==> src/rtl/instr_fetch.sv <==
// rtl/instr_fetch.sv - instruction fetch stage with hold buffer, redirect and HLT handling
module instr_fetch #(
    parameter logic [15:0] RESET_PC = 16'h0000
) (
    input  logic        clk,
    input  logic        rst_n,
    input  logic        stall,
    input  logic        redirect,
    input  logic [15:0] redirect_pc,
    output logic        imem_req,
    output logic [15:0] imem_addr,
    input  logic        imem_rdy,
    input  logic [15:0] imem_data,
    output logic        ifid_valid,
    output logic [15:0] ifid_instr,
    output logic [15:0] ifid_pc,
    output logic        halted
);

    typedef enum logic [1:0] {
        FETCH   = 2'd0,
        DISCARD = 2'd1,
        HALTED  = 2'd2
    } state_t;

    state_t      state, state_nxt;

    logic [15:0] pc, pc_nxt;
    logic [15:0] req_addr, req_addr_nxt;
    logic        pending, pending_nxt;
    // Goes high on the first clock after reset release so no request is
    // raised combinationally while reset is still asserted.
    logic        armed;

    logic        hold_valid, hold_valid_nxt;
    logic [15:0] hold_instr, hold_instr_nxt;
    logic [15:0] hold_pc, hold_pc_nxt;

    logic        ifid_valid_nxt;
    logic [15:0] ifid_instr_nxt, ifid_pc_nxt;

    logic        issue;
    logic        done;
    logic        load;
    logic [15:0] load_instr, load_pc;

    // A fresh request is only raised when nothing is outstanding or buffered.
    assign issue     = armed && (state == FETCH) && !pending && !hold_valid
                       && !stall && !redirect;
    // An outstanding request keeps its original address until it completes.
    assign imem_req  = pending || issue;
    assign imem_addr = pending ? req_addr : pc;
    assign done      = imem_req && imem_rdy;
    assign halted    = (state == HALTED);

    // Next-state, PC, hold buffer and IF/ID selection.
    always_comb begin
        state_nxt      = state;
        pc_nxt         = pc;
        req_addr_nxt   = req_addr;
        pending_nxt    = pending;
        hold_valid_nxt = hold_valid;
        hold_instr_nxt = hold_instr;
        hold_pc_nxt    = hold_pc;
        ifid_valid_nxt = ifid_valid;
        ifid_instr_nxt = ifid_instr;
        ifid_pc_nxt    = ifid_pc;
        load           = 1'b0;
        load_instr     = imem_data;
        load_pc        = pc + 16'd1;

        if (issue && !imem_rdy) begin
            pending_nxt  = 1'b1;
            req_addr_nxt = pc;
        end
        if (pending && imem_rdy) begin
            pending_nxt = 1'b0;
        end

        if (redirect) begin
            // Redirect wins over stall; any data returning now is wrong-path.
            pc_nxt         = redirect_pc;
            ifid_valid_nxt = 1'b0;
            hold_valid_nxt = 1'b0;
            state_nxt      = (pending && !imem_rdy) ? DISCARD : FETCH;
        end else begin
            case (state)
                FETCH: begin
                    // While in FETCH the PC equals the address being fetched.
                    if (done) begin
                        pc_nxt = pc + 16'd1;
                        if (stall) begin
                            hold_valid_nxt = 1'b1;
                            hold_instr_nxt = imem_data;
                            hold_pc_nxt    = pc + 16'd1;
                        end else begin
                            load = 1'b1;
                        end
                    end else if (hold_valid && !stall) begin
                        load           = 1'b1;
                        load_instr     = hold_instr;
                        load_pc        = hold_pc;
                        hold_valid_nxt = 1'b0;
                    end

                    if (load) begin
                        ifid_valid_nxt = 1'b1;
                        ifid_instr_nxt = load_instr;
                        ifid_pc_nxt    = load_pc;
                        if (load_instr[15:12] == 4'b1111) begin
                            state_nxt = HALTED;
                        end
                    end else if (!stall) begin
                        ifid_valid_nxt = 1'b0;
                    end
                end
                DISCARD: begin
                    // Old-address data is dropped; PC already holds the target.
                    if (done) begin
                        state_nxt = FETCH;
                    end
                    if (!stall) begin
                        ifid_valid_nxt = 1'b0;
                    end
                end
                HALTED: begin
                    // HLT stays visible until decode consumes it.
                    if (!stall) begin
                        ifid_valid_nxt = 1'b0;
                    end
                end
                default: begin
                    state_nxt = FETCH;
                end
            endcase
        end
    end

    // State register.
    always_ff @(posedge clk or negedge rst_n) begin
        if (!rst_n) begin
            state <= FETCH;
        end else begin
            state <= state_nxt;
        end
    end

    // PC, request tracking, hold buffer and IF/ID pipeline registers.
    always_ff @(posedge clk or negedge rst_n) begin
        if (!rst_n) begin
            armed      <= 1'b0;
            pc         <= RESET_PC;
            req_addr   <= RESET_PC;
            pending    <= 1'b0;
            hold_valid <= 1'b0;
            hold_instr <= 16'h0000;
            hold_pc    <= 16'h0000;
            ifid_valid <= 1'b0;
            ifid_instr <= 16'h0000;
            ifid_pc    <= 16'h0000;
        end else begin
            armed      <= 1'b1;
            pc         <= pc_nxt;
            req_addr   <= req_addr_nxt;
            pending    <= pending_nxt;
            hold_valid <= hold_valid_nxt;
            hold_instr <= hold_instr_nxt;
            hold_pc    <= hold_pc_nxt;
            ifid_valid <= ifid_valid_nxt;
            ifid_instr <= ifid_instr_nxt;
            ifid_pc    <= ifid_pc_nxt;
        end
    end

endmodule

==> config.mk <==
export PLATFORM = sky130hd
export DESIGN_NAME = instr_fetch
export DESIGN_NICKNAME = d
export VERILOG_FILES = /design/src/rtl/instr_fetch.sv
export SDC_FILE = /design/constraint.sdc
export NUM_CORES = 1
export LEC_CHECK = 0
export BUFFER_PORTS_ARGS = -buffer_cell sky130_fd_sc_hd__buf_2
export CORE_ASPECT_RATIO = 0.8
export CORE_MARGIN = 2
export CORE_UTILIZATION = 52
export CTS_BUF_LIST = sky130_fd_sc_hd__clkbuf_8
export DETAILED_ROUTE_END_ITERATION = 16
export GPL_TIMING_DRIVEN = 0
export PLACE_DENSITY = 0.78
export SLEW_MARGIN = 20
export SYNTH_ARGS = -nofsm -noshare
export SYNTH_HDL_FRONTEND = slang
export SYNTH_SLANG_ARGS = --single-unit
==> constraint.sdc <==
create_clock -name clk -period 1.9 [get_ports clk]
set_input_delay 0.095 -clock clk [delete_from_list [all_inputs] [get_ports clk]]
set_output_delay 0.095 -clock clk [all_outputs]
set_load 0.02 [all_outputs]
After elaboration in Yosys (flattened, before gate mapping) --
Index checks and enable logic that the tools add are counted.
Word-level totals: bits in registers 102, ROM bits 0, bits in latches 0, memories kept 0, RAM bits 0
Operators by class: shift operators 0, $lt $le $gt $ge 0, reductions and logical operators 28, div/mod/pow operators 0, add/sub/neg operators 1, $mul 0, equality and inequality tests 8, bitwise logic cells 1, mux-type cells 32
Operators with widths (count):
- $mux 16 | 10
- $add 16x1->16 const B | 1
- $mux 1 | 16
- $logic_and 1x1->1 | 10
- $mux 2 | 4
- $reduce_and 4->1 | 2
- $ne 3x2->1 const B | 2
- $ne 3x3->1 const B | 2
- $pmux 2 s3 | 1
- $reduce_and 3->1 | 2
- $reduce_bool 2->1 | 3
- $reduce_bool 3->1 | 2
- $logic_not 1->1 | 5
- $eq 4x4->1 const B | 1
- $eq 2x1->1 const B | 1
- $eq 2x2->1 const B | 1
- $logic_not 2->1 | 1
- $ne 2x2->1 const B | 1
- $pmux 1 s2 | 1
- $reduce_and 2->1 | 1
- $reduce_or 2->1 | 1
- $logic_or 1x1->1 | 1
- $not 1->1 | 1

Logic depth before layout (Yosys ltp) --
depth after elaboration 16, gate-level depth with buffers 8, mapped depth without buffers 7

Least setup slack after synthesis --
No wires, ideal clock.
kind flip-flop to flip-flop, start register state[0], end register req_addr[10], path buffers 1, stages on the path, launching flop included 7, setup time 125 ps, path slack -22 ps, arrival time 1797 ps, cells stage by stage dfrtp_1 > inv_1 > ha_1 > and4bb_1 > nor4b_4 > buf_6 > mux2_2
On the way: cells in the longest elaborated chain, start to end 7
RTL lines:
- start: declaration | line 26 | state_t state, state_nxt;
- start signal: assignment | line 144 | state <= state_nxt;
- $logic_not 2->1 | line 48 | assign issue = armed && (state == FETCH) && !pending && !hold_valid
- $logic_and 1x1->1 (3 in a row) | line 48
- $logic_and 1x1->1 (2 in a row) | line 49 | && !stall && !redirect;
- $logic_and 1x1->1 | line 72 | if (issue && !imem_rdy) begin
- end signal: assignment | line 164 | req_addr <= req_addr_nxt;
- end: declaration | line 29 | logic [15:0] req_addr, req_addr_nxt;
No other way between the ends. A chain may end at the register's enable or synchronous reset.

Worst setup path in the final report --
start register pending, end output port imem_addr[6]
On the way: cells in the longest elaborated chain, start to end 1
RTL lines:
- start: declaration | line 30 | logic pending, pending_nxt;
- start signal: assignment | line 165 | pending <= pending_nxt;
- $mux 16 | line 52 | assign imem_addr = pending ? req_addr : pc;
- end: declaration | line 11 | output logic [15:0] imem_addr,
No other way between the ends.

==> reports/qor.txt <==
count of inserted antenna diode cells: 0
most used flip-flop cell after synthesis: dfrtp_1
R2R depth: 7
global route overflow: 0
hold path endpoint: pc[0]
synthesized area per cell: 10.95 um^2
final period demand of the worst path: 1.841 ns
class of the tightest hold or removal check: in -> reg
synthesized instance count: 443
critical path start-end classification: reg -> out
dominant cell type by area after synthesis: dfrtp_1
filler-free cell count of the finished design: 701
Final Skew: 0.009383 ns
maximum clock insertion buffer count: 2
fraction of layout cells with a size suffix above 1: 34.13%
slack of the worst reg-to-reg path: 0.06 ns
combinational family with the most area after synthesis: multiplexers
Async SR Flop Fraction: 100.0%
P_leak: 2.924 nW
CP Data Required Time: 1.80 ns
HPWL after detailed placement: 7891 um
Yosys reg bits: 102
power per standard cell area: 945.2 nW/um^2
Overall Global Routing Usage: 23.77%
total via count after detailed routing: 3,876
r2r startpoint: state[0]
Peak VDD IR: 0.6791 mV
TritonCTS clock tree: done
largest net degree at the start of global routing: 75
ranking of synthesized cells by area: dfrtp_1 (53%), mux2_2 (11%), o21ai_0 (5.7%), nand2_1 (4.5%), mux2i_1 (3.7%)
result of the run: complete, no violations
number of antenna violations at the first check in global routing: 0
total core area: 9076 um^2
Max-Cap Viols: 0
vias in the first global route: 3,907
Total Nets Final: 622
x dimension of the die: 112 um
WP data arrival: 1.75 ns
area taken by multi-input logic gates: 2282 um^2
die span in y: 90.40 um
number of sinks handled by clock tree synthesis: 102
net load switching power: 1.908 mW
area share of the largest cell type after synthesis: 52.60%
Site Rows: 31
worst hold path cell count: 3
buffers added on ports: 86
post-route fraction of the period consumed by the critical path: 96.90%
Clock Pin Slew Worst Setup and Hold Paths: 0.10 ns
drt initial violations: 287
Placement Setup Slack: -0.2376 ns
maximum achievable frequency: 543.1 MHz
number of cells in the design after placement: 645
area share of xor/xnor cells in the synthesized design: 3.249%
minimum setup slack in the final design: 0.05883 ns
routability congestion estimate: 0.8546
number of synthesized flops with an enable pin: 0
Crit Path Max Fanout: 10
effective utilization at floorplan: 53.46%
internal power component: 3.970 mW
startpoint of the most critical hold path: redirect_pc[0]
headroom to the max-slew limit: 57.17%
total iterations of the first detailed-routing run: 4
slew at the pin with the worst max-slew slack: 0.6425 ns
adder-cell share of the synthesized area: 1.031%
Reg power frac: 49.9%
later-pin clock latency in the skew report: 0.38 ns
cell at the root of the clock tree: clkbuf_8
depth of the CTS H-tree: 3
Setup crit end kind: output pin
switching fraction of total power: 32.46%
IO Count: 88
mux contribution to synthesized area: 14.85%
remaining antenna violation count after routing: 0
final setup fails: 0
die area: 10,120 um^2
count of unresolved DRC violations after routing: 0
Fill cells: 673
type of element launching the critical path: flop
number of buffers created by CTS: 9
detail-routed via count per cell: 5.529
fraction of the core area covered by cells at the end of the flow: 68.51%
RSZ-0062 raised after global routing: yes
total number of yosys warnings: 0
power consumption: 5.878 mW
routed wire length: 11,800 um
share of power burned in combinational logic: 26.2%
distinct cell type count of the synthesized netlist: 50
sequential cell area: 2556 um^2
synth-to-layout area growth: 28.16%
Compound-Gate Fraction of Synth Area: 13.00%
synthesized-area fraction occupied by and/or/nand/nor cells: 11.91%
Slew Limit Fails: 0
hold violation count in the final report: 0
clock share of power: 24.0%
register area share after synthesis: 52.60%
routed wire length per instance: 16.83 um
cell area after synthesis: 4852 um^2
global-route wire length before repair: 19,270 um
capture instance of the worst register-to-register path: req_addr[9]
synthesized net count: 484
synth_stat cells, types with 2 or more instances:
master    instances
buf_4             2
a21o_1            6
nand4b_1          2
nand3_1           2
buf_2            10
nand4_2           2
nand2b_1          4
o22ai_1           2
xnor2_1          12
nor3_1            3
a22oi_1           8
o221ai_1          4
a21oi_1          12
nor3b_1           2
nor4_2            4
inv_1             7
xor2_1            6
nand3_2           2
mux2i_1          18
nor2b_1           2
nand2_1          58
a31oi_1           2
dfrtp_1         102
clkbuf_1         15
ha_1              4
mux2_1            2
nor2_1           22
o21ai_0          55
mux2_2           46
a211oi_1          6
nand4_1           2
logic make-up after synthesis:
family | Yosys count
flip-flops | 102
AO/OA/AOI/OAI | 105
XOR/XNOR | 18
multiplexers | 66
adder cells (fa/ha/maj) | 4
buffers and inverters | 35
AND/OR/NAND/NOR | 112
other | 1
cells in the final DEF, fill, tap and decap left out, types with 3 or more instances in the layout:
master          n
o21ai_0        55
mux2_2         33
clkbuf_2        3
buf_2          91
a211oi_1        6
mux2_4         15
a21o_1          6
clkbuf_4        3
nor3_1          3
nand2_1        57
dfrtp_2         3
clkbuf_1       10
inv_1           6
a21oi_1        12
o221ai_1        4
dfrtp_1        99
xnor2_1        11
clkbuf_8       10
mux2i_1        18
dlygate4sd3_1  32
a22oi_1         8
nor2_1         20
buf_6           5
buf_4          10
xor2_1          6
nand2b_1        4
layout make-up:
| cell class | count | area share (%) |
|---|---|---|
| inverters | 7 | 0.4225 |
| clock inverters | 6 | 1.006 |
| multi-input cells | 306 | 36.70 |
| well taps | 115 | 2.314 |
| plain buffers | 28 | 2.535 |
| repair buffers | 127 | 13.70 |
| clock buffers | 10 | 2.213 |
| flip-flops and latches | 102 | 41.11 |
metrics by stage:
step / instance area [um^2] / hold slack, ns / setup TNS, ns
2_1_floorplan: 4855 / -0.2006 / 0
3_3_place_gp: 5429 / 0.3117 / -36.13
3_5_place_dp: 5463 / -0.01088 / -7.977
4_1_cts: 6041 / 0.03050 / 0
5_1_grt: 6218 / 0.03144 / -0.2504
6_report: 6218 / 0.04045 / 0
metal layers:
layer | global-route usage (%) | wire length (um)
met5 | 0 | 0
met2 | 36.57 | 5586
met3 | 4.430 | 686
met4 | 8.740 | 188
met1 | 33.96 | 5339
power by group through the flow:
stage	logic [mW]	clock network, mW	registers, mW
floorplan	0.687	0	3.12
global placement	1.34	0	2.92
detailed placement	1.39	0	2.95
CTS	1.45	1.43	2.91
global route	1.68	1.50	2.98
finish	1.54	1.41	2.93
critical path: stages, from the launching register on:
cell	delay, ns
dfrtp_1	0.37
clkbuf_4	0.23
buf_4	0.22
mux2_2	0.37
buf_2	0.16
worst max-delay path by stage:
stage | cells after the start | end | slack [ns] | start
finish | 4 | imem_addr[6] | 0.06 | pending
global route | 7 | req_addr[7] | -0.03 | state[0]
CTS | 7 | ifid_pc[15] | 0.001 | pending
detailed placement | 8 | ifid_pc[15] | -0.24 | state[0]
global placement | 1 | req_addr[2] | -0.31 | rst_n
floorplan | 6 | req_addr[10] | 0.008 | state[0]
repair_timing:
| item | in CTS | in global routing |
|---|---|---|
| hold endpoints to repair | 133 | 0 |
| endpoints found under the setup margin | 83 | 96 |
| hold buffers | 32 | 0 |
| resized for setup | 12 | 41 |
| cloned | 1 | 0 |
| setup buffers | 2 | 5 |
| pin swaps | 1 | 4 |
flip-flops by register name (all words and copies together) (netlist names):
name        count
hold_instr     16
hold_pc        16
ifid_instr     16
ifid_pc        16
pc             16
req_addr       16
state           2
armed           1
hold_valid      1
ifid_valid      1
pending         1
No activity file was read; power rests on OpenSTA's default activity.
